===== src/rtl/apb_wait_slave_if.sv =====
// APB3 bus bundle between a bridge and a single slave.
// The bridge drives the request side; the slave answers with data, ready and error.
interface apb_wait_slave_if #(
    parameter int unsigned ADDRWIDTH = 12
);
    logic                 psel;
    logic                 penable;
    logic                 pwrite;
    logic [ADDRWIDTH-1:0] paddr;
    logic [31:0]          pwdata;
    logic [31:0]          prdata;
    logic                 pready;
    logic                 pslverr;

    modport master (
        output psel, penable, pwrite, paddr, pwdata,
        input  prdata, pready, pslverr
    );

    modport slave (
        input  psel, penable, pwrite, paddr, pwdata,
        output prdata, pready, pslverr
    );
endinterface


===== src/rtl/apb_wait_slave.sv =====
// APB3 register slave: 16-word RAM, a programmable wait-state count,
// a constant ID word and a saturating error counter.
module apb_wait_slave #(
    parameter int unsigned ADDRWIDTH = 12,
    parameter logic [31:0] ID_VALUE  = 32'h5A5A_0001,
    parameter logic [3:0]  WAIT_RST  = 4'd0
) (
    input logic              clk,
    input logic              rst,
    apb_wait_slave_if.slave  apb
);

    typedef enum logic {
        IDLE,
        ACCESS
    } state_t;

    state_t      state;
    logic [3:0]  cnt;
    logic [3:0]  wait_lat;
    logic [3:0]  wait_cfg;
    logic [15:0] err_cnt;
    logic [31:0] mem [16];

    logic        in_access;
    logic        ready_int;
    logic        addr_err;
    logic        err_int;
    logic        wr_commit;
    logic        sel_mem;
    logic        sel_wait;
    logic        sel_id;
    logic        sel_status;
    logic [31:0] rd_mux;

    // Address decode
    always_comb begin
        sel_mem    = (apb.paddr <  ADDRWIDTH'('h040));
        sel_wait   = (apb.paddr == ADDRWIDTH'('h040));
        sel_id     = (apb.paddr == ADDRWIDTH'('h044));
        sel_status = (apb.paddr == ADDRWIDTH'('h048));
        addr_err   = (apb.paddr[1:0] != 2'b00)
                   || (apb.paddr >= ADDRWIDTH'('h04C))
                   || (apb.pwrite && (sel_id || sel_status));
    end

    // pready is decoded from registered state so the wait count is exact.
    always_comb begin
        in_access = (state == ACCESS) && apb.psel && apb.penable;
        ready_int = in_access && (cnt == wait_lat);
        err_int   = ready_int && addr_err;
        wr_commit = ready_int && apb.pwrite && !addr_err;
    end

    always_comb begin
        rd_mux = '0;
        if (sel_mem)
            rd_mux = mem[apb.paddr[5:2]];
        else if (sel_wait)
            rd_mux = {28'h0, wait_cfg};
        else if (sel_id)
            rd_mux = ID_VALUE;
        else if (sel_status)
            rd_mux = {16'h0, err_cnt};
    end

    always_comb begin
        apb.pready  = ready_int;
        apb.pslverr = err_int;
        apb.prdata  = (ready_int && !apb.pwrite && !addr_err) ? rd_mux : '0;
    end

    always_ff @(posedge clk or posedge rst) begin
        if (rst) begin
            state    <= IDLE;
            cnt      <= '0;
            wait_lat <= '0;
            wait_cfg <= WAIT_RST;
            err_cnt  <= '0;
            for (int unsigned i = 0; i < 16; i++)
                mem[i] <= '0;
        end else begin
            case (state)
                IDLE: begin
                    if (apb.psel && !apb.penable) begin
                        state    <= ACCESS;
                        wait_lat <= wait_cfg;
                        cnt      <= '0;
                    end
                end
                ACCESS: begin
                    // A dropped psel aborts the transfer; nothing commits.
                    if (!apb.psel || ready_int) begin
                        state <= IDLE;
                        cnt   <= '0;
                    end else if (apb.penable) begin
                        cnt <= cnt + 4'd1;
                    end
                end
                default: state <= IDLE;
            endcase

            if (wr_commit) begin
                if (sel_mem)
                    mem[apb.paddr[5:2]] <= apb.pwdata;
                else if (sel_wait)
                    wait_cfg <= apb.pwdata[3:0];
            end

            if (err_int && (err_cnt != '1))
                err_cnt <= err_cnt + 16'd1;
        end
    end

endmodule


===== src/flat_wrapper.sv =====
// flat-port wrapper written by rule: the top's interface ports become plain ports
module apb_wait_slave_flat 
#(
    parameter int unsigned ADDRWIDTH = 12,
    parameter logic [31:0] ID_VALUE  = 32'h5A5A_0001,
    parameter logic [3:0]  WAIT_RST  = 4'd0
)
  (clk, rst, apb_psel, apb_penable, apb_pwrite, apb_paddr, apb_pwdata, apb_prdata, apb_pready, apb_pslverr);
  apb_wait_slave_if #(.ADDRWIDTH(ADDRWIDTH)) apb_i ();
  input logic clk;
  input logic rst;
  input wire logic [$bits(apb_i.psel)-1:0] apb_psel;
  input wire logic [$bits(apb_i.penable)-1:0] apb_penable;
  input wire logic [$bits(apb_i.pwrite)-1:0] apb_pwrite;
  input wire logic [$bits(apb_i.paddr)-1:0] apb_paddr;
  input wire logic [$bits(apb_i.pwdata)-1:0] apb_pwdata;
  output wire logic [$bits(apb_i.prdata)-1:0] apb_prdata;
  output wire logic [$bits(apb_i.pready)-1:0] apb_pready;
  output wire logic [$bits(apb_i.pslverr)-1:0] apb_pslverr;
  assign apb_i.psel = apb_psel;
  assign apb_i.penable = apb_penable;
  assign apb_i.pwrite = apb_pwrite;
  assign apb_i.paddr = apb_paddr;
  assign apb_i.pwdata = apb_pwdata;
  assign apb_prdata = apb_i.prdata;
  assign apb_pready = apb_i.pready;
  assign apb_pslverr = apb_i.pslverr;
  apb_wait_slave #(.ADDRWIDTH(ADDRWIDTH), .ID_VALUE(ID_VALUE), .WAIT_RST(WAIT_RST)) u_core (.clk(clk), .rst(rst), .apb(apb_i));
endmodule

===== config.mk =====
export PLATFORM = sky130hd
export DESIGN_NAME = apb_wait_slave_flat
export DESIGN_NICKNAME = d
export VERILOG_FILES = /design/src/rtl/apb_wait_slave_if.sv /design/src/rtl/apb_wait_slave.sv /design/src/flat_wrapper.sv
export SDC_FILE = /design/constraint.sdc
export NUM_CORES = 1
export LEC_CHECK = 0
export CORE_AREA = 2 2 254 256
export DETAILED_ROUTE_END_ITERATION = 8
export DIE_AREA = 0 0 256 258
export PLACE_DENSITY = 0.63
export SETUP_SLACK_MARGIN = 0.2
export SYNTH_ARGS = -nofsm -noshare
export SYNTH_HDL_FRONTEND = slang
export SYNTH_SLANG_ARGS = --single-unit

===== constraint.sdc =====
create_clock -name clk -period 23.4 [get_ports clk]
set_clock_uncertainty 0.2 [all_clocks]
set_input_delay 3.51 -clock clk [delete_from_list [all_inputs] [get_ports clk]]
set_output_delay 3.51 -clock clk [all_outputs]
set_load 0.01 [all_outputs]

==> impl_results.html, run 1 <==
<table>
<tr><th>Metric</th><th>Value</th></tr>
<tr><th colspan="2">Clock network</th></tr>
<tr><td>Num CTS Buffers</td><td>55</td></tr>
<tr><td>Clock root buffer</td><td>sky130_fd_sc_hd__clkbuf_16</td></tr>
<tr><td>Hold bufs inserted after CTS</td><td>0</td></tr>
<tr><td>Post-CTS sizing</td><td>0</td></tr>
<tr><td>TritonCTS clock tree</td><td>done</td></tr>
<tr><td>Maximum root-to-sink buffer count</td><td>3</td></tr>
<tr><td>Clock slew at reported path FFs</td><td>0.06 ns</td></tr>
<tr><td>Number of buffers inserted to repair setup after CTS</td><td>0</td></tr>
<tr><td>Clock Sinks</td><td>~540</td></tr>
<tr><td>H-tree Lvls</td><td>2</td></tr>
<tr><td>Worst-skew pair later-pin latency</td><td>around 0.59 ns</td></tr>
<tr><th colspan="2">Yosys</th></tr>
<tr><td>Post-Synthesis Cells</td><td>roughly 1600</td></tr>
<tr><td>Netlist area before placement</td><td>0.0252 mm^2</td></tr>
<tr><td>Warnings from Yosys</td><td>0</td></tr>
<tr><td>Top flip-flop cell by instance count after synthesis</td><td>sky130_fd_sc_hd__dfrtp_1</td></tr>
<tr><td>Count of flip-flops with a built-in enable after synthesis</td><td>0</td></tr>
<tr><td>Mapped Avg Cell Area</td><td>between 15 and 20 um^2</td></tr>
<tr><td>Total of flip-flops plus latches after synthesis</td><td>541</td></tr>
<tr><td>Sequential-to-total area share from yosys stat</td><td>~54%</td></tr>
<tr><td>Mapped Nets</td><td>1666</td></tr>
<tr><td>Fraction of synthesis flops using an asynchronous set or reset pin</td><td>100%</td></tr>
<tr><td>Count of different cell masters after synthesis</td><td>56</td></tr>
<tr><th colspan="2">Global routing</th></tr>
<tr><td>Number of global-route vias before repair</td><td>approximately 16000</td></tr>
<tr><td>GR Overflow Total</td><td>0</td></tr>
<tr><td>Total global routing track utilization</td><td>about a fifth</td></tr>
<tr><td>Largest net degree at the start of global routing</td><td>just under 200</td></tr>
<tr><td>Number of antenna violations at the first check in global routing</td><td>2</td></tr>
<tr><td>Global-route wire length before repair</td><td>~96000 um</td></tr>
<tr><th colspan="2">Route</th></tr>
<tr><td>First-iteration detailed-routing DRC count</td><td>roughly 1100</td></tr>
<tr><td>Final routed DRC violation total</td><td>0</td></tr>
<tr><td>Wirelength per Cell</td><td>between 20 and 25 um</td></tr>
<tr><td>Antenna-violating nets left</td><td>0</td></tr>
<tr><td>Routed vias</td><td>14400</td></tr>
<tr><td>Wire length reported by the detailed router</td><td>61900 um</td></tr>
<tr><td>Total iterations of the first detailed-routing run</td><td>5</td></tr>
<tr><td>Ratio of routed vias to standard cells</td><td>5.65</td></tr>
<tr><th colspan="2">Critical path</th></tr>
<tr><td>R2R depth</td><td>5</td></tr>
<tr><td>Critical Path Most Common Cell</td><td>sky130_fd_sc_hd__clkdlybuf4s50_1</td></tr>
<tr><td>Category of the worst setup path capture point</td><td>primary output</td></tr>
<tr><td>CP required</td><td>roughly 20 ns</td></tr>
<tr><td>Start of the worst register-to-register path</td><td>u_core.state$_DFF_PP0_</td></tr>
<tr><td>Worst Setup Path Type</td><td>in2out</td></tr>
<tr><td>Critical Path, Cell by Cell</td><td>clkdlybuf4s50_1, nand3_1, nand2b_1, nor2_1, nand4_1, a221oi_1, clkdlybuf4s50_1</td></tr>
<tr><td>Startpoint Class</td><td>primary input</td></tr>
<tr><td>WP data arrival</td><td>~7.6 ns</td></tr>
<tr><td>CP max FO</td><td>12</td></tr>
<tr><td>Highest-delay cell along the critical path</td><td>sky130_fd_sc_hd__a221oi_1</td></tr>
<tr><td>R2R setup slack</td><td>approximately 19 ns</td></tr>
<tr><td>Critical R2R Capture</td><td>u_core.mem[118]$_DFFE_PP0P_</td></tr>
<tr><td>CP max stage delay</td><td>approximately 0.80 ns</td></tr>
<tr><th colspan="2">Pwr</th></tr>
<tr><td>Internal cell power</td><td>1.49 mW</td></tr>
<tr><td>Pleak</td><td>~14 nW</td></tr>
<tr><td>Net switching share of the total power</td><td>23.0%</td></tr>
<tr><td>Portion of total power attributed to sequential cells</td><td>about 49%</td></tr>
<tr><td>Clock Power Share</td><td>between 40% and 50%</td></tr>
<tr><td>Peak ir drop on the vdd network</td><td>roughly 0.052 mV</td></tr>
<tr><td>Net switching power</td><td>~0.45 mW</td></tr>
<tr><td>Gate power share</td><td>~4.5%</td></tr>
<tr><td>Power density relative to cell area</td><td>a little under 70 mW/mm^2</td></tr>
<tr><th colspan="2">STA</th></tr>
<tr><td>Headroom to the max-slew limit</td><td>8.32%</td></tr>
<tr><td>Total Neg Setup Slack</td><td>0 ns</td></tr>
<tr><td>Setup violators final</td><td>0</td></tr>
<tr><td>Ratio of final minimum period to clock period</td><td>roughly half</td></tr>
<tr><td>Number of hold violations in the final report</td><td>0</td></tr>
<tr><td>Setup repair after global routing missed its margin</td><td>no</td></tr>
<tr><td>Top achievable clock speed</td><td>88.8 MHz</td></tr>
<tr><td>Count of pins over their slew limit</td><td>0</td></tr>
<tr><td>Worst-margin pin slew</td><td>roughly 1.4 ns</td></tr>
<tr><td>Crit path time final</td><td>around 11 ns</td></tr>
<tr><td>Worst hold slack</td><td>about 0.28 ns</td></tr>
<tr><th colspan="2">Final layout</th></tr>
<tr><td>Count of non-filler cells in the finished layout</td><td>2546</td></tr>
<tr><td>Filler Cell Count</td><td>between 5000 and 6000</td></tr>
<tr><td>Total Nets Final</td><td>1696</td></tr>
<tr><td>Area added between synthesis and finish</td><td>13.8%</td></tr>
<tr><td>Layout Cell Area excl Fill</td><td>0.0286 mm^2</td></tr>
<tr><td>Leading cell type in the layout, fill and taps excluded</td><td>sky130_fd_sc_hd__dfrtp_1</td></tr>
<tr><td>Fraction of layout cells with a size suffix above 1</td><td>47.0%</td></tr>
<tr><td>Top library cells by usage in the layout, fill and taps aside</td><td>541 x sky130_fd_sc_hd__dfrtp_1, 470 x sky130_fd_sc_hd__mux2_2, 136 x sky130_fd_sc_hd__mux4_2</td></tr>
<tr><th colspan="2">Floorplanning</th></tr>
<tr><td>Cell Rows</td><td>93</td></tr>
<tr><td>Die Footprint</td><td>0.0660 mm^2</td></tr>
<tr><td>I/O pin cnt</td><td>83</td></tr>
<tr><td>Core Region</td><td>0.0636 mm^2</td></tr>
<tr><td>Vertical extent of the die</td><td>roughly 260 um</td></tr>
<tr><td>Initial Util</td><td>39.5%</td></tr>
<tr><td>Horizontal extent of the die</td><td>~260 um</td></tr>
<tr><th colspan="2">Job</th></tr>
<tr><td>Max-cap violations</td><td>0</td></tr>
<tr><th colspan="2">Min path</th></tr>
<tr><td>Hold Path Sink</td><td>u_core.mem[402]$_DFFE_PP0P_</td></tr>
<tr><td>Hold depth</td><td>1</td></tr>
<tr><td>Path category of the worst min-delay check</td><td>reg2reg</td></tr>
<tr><td>Min-delay src</td><td>u_core.mem[402]$_DFFE_PP0P_</td></tr>
<tr><th colspan="2">Placed design</th></tr>
<tr><td>Global placer's final weighted congestion</td><td>approximately 0.83</td></tr>
<tr><td>Final HPWL DP</td><td>~35000 um</td></tr>
<tr><td>Instance area after placement</td><td>around 0.027 mm^2</td></tr>
<tr><td>PortBufs</td><td>82</td></tr>
<tr><td>Cell total after placement</td><td>~2400</td></tr>
<tr><th colspan="2">Run status</th></tr>
<tr><td>Status</td><td>complete, no violations</td></tr>
</table>
Yosys cell counts (all sizes together), types with 5 or more instances:
cell	instances	share of area, %
a21oi	5	0.099
mux2i	20	0.80
mux2	521	24
a22o	12	0.42
and3	5	0.12
nor3	8	0.20
nand4	9	0.22
nor4	13	0.80
nor2	23	0.34
clkbuf	72	1.1
and2	13	0.32
xnor2	17	0.59
and4	5	0.17
a221oi	8	0.28
dfrtp	541	54
mux4	136	12
o21ai	10	0.20
buf	69	1.4
nand3	20	0.42
a22oi	24	0.72
nand2	40	0.60
final cells by class:
class	instances	area [um^2]	share of cell area, %
Sequential cell	541	13500	47.3
Multi-Input combinational cell	929	11000	38.5
Clock buffer	74	1610	5.62
Timing Repair Buffer	114	1100	3.86
Tap cell	855	1070	3.74
Clock inverter	28	259	0.905
Inverter	4	22.5	0.0787
Antenna cell	1	2.50	0.00874
power by group through the flow:
stage	logic (mW)	registers [mW]	clock network, mW
after global routing	0.0968	0.948	0.960
after floorplan	0.0561	0.961	0
after global placement	0.0863	0.965	0
after detailed placement	0.0889	0.966	0
after CTS	0.0893	0.948	0.925
final	0.0870	0.948	0.902
flip-flops by register name (all words and copies together), names as in the netlist:
| signal | flops |
|---|---|
| u_core.err_cnt | 16 |
| u_core.wait_cfg | 4 |
| u_core.mem | 512 |
| u_core.wait_lat | 4 |
| u_core.state | 1 |
| u_core.cnt | 4 |
critical path: cells and delay by family:
kind	cells	cell delay (ns)
simple gates	4	1.95
buf+inv	2	1.28
compound gates	1	0.80
cells by family (layout without fill, tap and decap cells):
logic type	count (synthesis)	after routing	synth area share, %
multiplexers	677	677	36.7
flip-flops	541	541	53.8
AND/OR/NAND/NOR	157	157	3.91
buffers and inverters	145	220	2.51
AO/OA/AOI/OAI	74	74	2.26
XOR/XNOR	18	18	0.627
adder cells (fa/ha/maj)	3	3	0.139
other	0	1	0
per-stage QoR:
stage / worst slack [ns] / power (mW) / utilization (%)
4_1_cts: 12.11 / 1.96 / 45.0
3_5_place_dp: 12.16 / 1.05 / 42.0
5_1_grt: 11.87 / 2.00 / 45.0
6_report: 12.13 / 1.94 / 45.0
3_3_place_gp: 12.16 / 1.05 / 42.0
2_1_floorplan: 4.57 / 1.02 / -
how the worst max path moves through the flow:
stage | startpoint | cells past startpoint | slack [ns] | end
floorplan | rst | 1 | 4.57 | u_core.cnt[0]$_DFFE_PP0P_
global placement | apb_psel | 7 | 12.16 | apb_prdata[17]
detailed placement | apb_penable | 7 | 12.16 | apb_prdata[17]
CTS | apb_penable | 7 | 12.11 | apb_prdata[17]
global route | apb_psel | 7 | 11.87 | apb_prdata[17]
finish | apb_penable | 7 | 12.13 | apb_prdata[17]
metal layers:
| layer | part of all wire, % | up-vias | GRT usage (%) |
|---|---|---|---|
| met5 | 0.013 | - | 0 |
| met3 | 5.0 | 101 | 3.31 |
| met2 | 47 | 328 | 30.3 |
| li1 | - | 6128 | - |
| met1 | 45 | 7827 | 26.5 |
| met4 | 2.8 | 2 | 6.37 |
(Power assumes the default switching activity.)
==> run 2, diff against run 1 <==
Clock period 23.4 ns to 11.1 ns, I/O delays scaled along.
==> impl_results.html, run 2 (synthesis results as in run 1) <==
<table>
<tr><th>Metric</th><th>Value</th></tr>
<tr><th colspan="2">Route</th></tr>
<tr><td>First-iteration detailed-routing DRC count</td><td>1090</td></tr>
<tr><td>Wirelength per Cell</td><td>between 20 and 25 um</td></tr>
<tr><td>Wire length reported by the detailed router</td><td>~62000 um</td></tr>
<tr><td>Total iterations of the first detailed-routing run</td><td>4</td></tr>
<tr><td>Routed vias</td><td>about 14000</td></tr>
<tr><td>Final routed DRC violation total</td><td>0</td></tr>
<tr><td>Antenna-violating nets left</td><td>0</td></tr>
<tr><td>Ratio of routed vias to standard cells</td><td>roughly 5.7</td></tr>
<tr><th colspan="2">Clock network</th></tr>
<tr><td>Post-CTS sizing</td><td>0</td></tr>
<tr><td>H-tree Lvls</td><td>2</td></tr>
<tr><td>Num CTS Buffers</td><td>55</td></tr>
<tr><td>TritonCTS clock tree</td><td>done</td></tr>
<tr><td>Clock root buffer</td><td>sky130_fd_sc_hd__clkbuf_16</td></tr>
<tr><td>Clock Sinks</td><td>541</td></tr>
<tr><td>Maximum root-to-sink buffer count</td><td>3</td></tr>
<tr><td>Hold bufs inserted after CTS</td><td>0</td></tr>
<tr><td>Clock slew at reported path FFs</td><td>around 0.06 ns</td></tr>
<tr><td>Number of buffers inserted to repair setup after CTS</td><td>0</td></tr>
<tr><td>Worst-skew pair later-pin latency</td><td>0.60 ns</td></tr>
<tr><th colspan="2">Pwr</th></tr>
<tr><td>Peak ir drop on the vdd network</td><td>around 0.10 mV</td></tr>
<tr><td>Power density relative to cell area</td><td>142 mW/mm^2</td></tr>
<tr><td>Pleak</td><td>approximately 14 nW</td></tr>
<tr><th colspan="2">STA</th></tr>
<tr><td>Headroom to the max-slew limit</td><td>roughly 15%</td></tr>
<tr><td>Number of hold violations in the final report</td><td>0</td></tr>
<tr><td>Count of pins over their slew limit</td><td>0</td></tr>
<tr><td>Ratio of final minimum period to clock period</td><td>around two thirds</td></tr>
<tr><td>Setup repair after global routing missed its margin</td><td>no</td></tr>
<tr><td>Crit path time final</td><td>about 7.6 ns</td></tr>
<tr><td>Top achievable clock speed</td><td>about 130 MHz</td></tr>
<tr><td>Worst-margin pin slew</td><td>1.26 ns</td></tr>
<tr><td>Total Neg Setup Slack</td><td>0 ns</td></tr>
<tr><td>Setup violators final</td><td>0</td></tr>
<tr><th colspan="2">Final layout</th></tr>
<tr><td>Fraction of layout cells with a size suffix above 1</td><td>about 46%</td></tr>
<tr><td>Total Nets Final</td><td>1699</td></tr>
<tr><td>Top library cells by usage in the layout, fill and taps aside</td><td>541 x sky130_fd_sc_hd__dfrtp_1, 470 x sky130_fd_sc_hd__mux2_2, 136 x sky130_fd_sc_hd__mux4_2</td></tr>
<tr><td>Sequential cell area</td><td>between 0.01 and 0.015 mm^2</td></tr>
<tr><td>Register name with the most flops</td><td>u_core.mem</td></tr>
<tr><td>Leading cell type in the layout, fill and taps excluded</td><td>sky130_fd_sc_hd__dfrtp_1</td></tr>
<tr><td>Layout Cell Area excl Fill</td><td>around 0.029 mm^2</td></tr>
<tr><td>Final core occ</td><td>around 45%</td></tr>
<tr><td>Number of flip-flops under the largest register name</td><td>a little over 500</td></tr>
<tr><td>Filler Cell Count</td><td>approximately 5600</td></tr>
<tr><td>Area added between synthesis and finish</td><td>13.7%</td></tr>
<tr><td>Combined area of the multi-input logic cells</td><td>0.0110 mm^2</td></tr>
<tr><td>Largest registers ranked by flip-flop count</td><td>u_core.mem x512, u_core.err_cnt x16</td></tr>
<tr><th colspan="2">Critical path</th></tr>
<tr><td>WP data arrival</td><td>5.74 ns</td></tr>
<tr><td>Worst Setup Path Type</td><td>in2out</td></tr>
<tr><td>Category of the worst setup path capture point</td><td>primary output</td></tr>
<tr><td>Worst path buffer plus inverter count</td><td>2</td></tr>
<tr><td>Critical Path Most Common Cell</td><td>sky130_fd_sc_hd__clkdlybuf4s50_1</td></tr>
<tr><td>CP required</td><td>9.24 ns</td></tr>
<tr><td>Critical Path, Cell by Cell</td><td>clkdlybuf4s50_1, nand3_1, nand2b_1, nor2_1, nand4_1, a221oi_1, clkdlybuf4s50_1</td></tr>
<tr><td>Category of cells accounting for the largest share of critical-path delay</td><td>simple AND/OR/NAND/NOR gates</td></tr>
<tr><td>Startpoint Class</td><td>primary input</td></tr>
<tr><td>Highest-delay cell along the critical path</td><td>sky130_fd_sc_hd__a221oi_1</td></tr>
<tr><td>CP max stage delay</td><td>0.84 ns</td></tr>
<tr><td>CP max FO</td><td>12</td></tr>
<tr><th colspan="2">Global routing</th></tr>
<tr><td>GR Overflow Total</td><td>0</td></tr>
<tr><td>Total global routing track utilization</td><td>19.1%</td></tr>
<tr><td>Number of antenna violations at the first check in global routing</td><td>2</td></tr>
<tr><td>Global-route wire length before repair</td><td>slightly below 100000 um</td></tr>
<tr><td>Number of global-route vias before repair</td><td>about 15000</td></tr>
<tr><td>Largest net degree at the start of global routing</td><td>between 150 and 200</td></tr>
<tr><th colspan="2">Floorplanning</th></tr>
<tr><td>Cell Rows</td><td>93</td></tr>
<tr><td>I/O pin cnt</td><td>83</td></tr>
<tr><td>Die Footprint</td><td>0.0660 mm^2</td></tr>
<tr><td>Horizontal extent of the die</td><td>256 um</td></tr>
<tr><td>Core Region</td><td>~0.064 mm^2</td></tr>
<tr><td>Vertical extent of the die</td><td>between 200 and 300 um</td></tr>
<tr><td>Initial Util</td><td>39.5%</td></tr>
<tr><th colspan="2">Placed design</th></tr>
<tr><td>Final HPWL DP</td><td>around 35000 um</td></tr>
<tr><td>PortBufs</td><td>82</td></tr>
<tr><td>Global placer's final weighted congestion</td><td>about 0.8</td></tr>
<tr><td>Instance area after placement</td><td>0.0268 mm^2</td></tr>
<tr><th colspan="2">Min path</th></tr>
<tr><td>Path category of the worst min-delay check</td><td>reg2reg</td></tr>
<tr><th colspan="2">Job</th></tr>
<tr><td>Max-cap violations</td><td>0</td></tr>
<tr><th colspan="2">Run status</th></tr>
<tr><td>Status</td><td>complete, no violations</td></tr>
</table>
[run 2: report_power, final]
| part | internal [mW] | leakage [nW] | switching [mW] |
|---|---|---|---|
| Clock | 1.11 | 0.901 | 0.774 |
| Sequential | 1.98 | 7.55 | 0.0155 |
| Combinational | 0.0565 | 5.10 | 0.126 |
| Total | 3.14 | 13.6 | 0.916 |
[run 2: final timing paths]
| path | startpoint | endpoint | slack (ns) | depth (start not counted) |
|---|---|---|---|---|
| max | apb_penable | apb_prdata[17] | 3.50 | 7 |
| min | u_core.mem[229]$_DFFE_PP0P_ | u_core.mem[229]$_DFFE_PP0P_ | 0.28 | 1 |
| max reg2reg | u_core.state$_DFF_PP0_ | u_core.mem[407]$_DFFE_PP0P_ | 7.19 | 5 |
| min reg2reg | u_core.mem[229]$_DFFE_PP0P_ | u_core.mem[229]$_DFFE_PP0P_ | 0.28 | 1 |
| max in group asynchronous | rst | u_core.mem[333]$_DFFE_PP0P_ | 6.98 | 4 |
| min in group asynchronous | rst | u_core.mem[379]$_DFFE_PP0P_ | 1.35 | 2 |
[run 2: area by class of cell]
type	count	area share (%)
Sequential cell	541	47.3
Clock buffer	85	5.74
Antenna cell	1	0.00875
Clock inverter	16	0.652
Tap cell	855	3.74
Inverter	4	0.0656
Multi-Input combinational cell	929	38.5
Timing Repair Buffer	117	3.90
[run 2: layer usage]
metal  GRT usage [%]  share of wire (%)
met1            27.0                 46
met4            4.76                2.1
met2            31.0                 48
met3            2.97                4.2
met5               0              0.037
[run 2: worst register-to-register path: stages (launching register included)]
cell	delay, ns
sky130_fd_sc_hd__dfrtp_1	0.48
sky130_fd_sc_hd__nand3_1	0.19
sky130_fd_sc_hd__nand2b_1	0.65
sky130_fd_sc_hd__nor4_4	1.25
sky130_fd_sc_hd__buf_4	0.62
sky130_fd_sc_hd__mux2_2	0.41
[run 2: through the flow]
| step | setup WS [ns] | std cells | hold slack (ns) | power [mW] |
|---|---|---|---|---|
| floorplan | 1.88 | 1615 | 0.253 | 2.14 |
| global placement | 3.64 | 2446 | 0.263 | 2.21 |
| detailed placement | 3.60 | 2446 | 0.274 | 2.22 |
| CTS | 3.57 | 2547 | 0.288 | 4.11 |
| global route | 3.32 | 2547 | 0.304 | 4.20 |
| finish | 3.50 | 2548 | 0.285 | 4.06 |
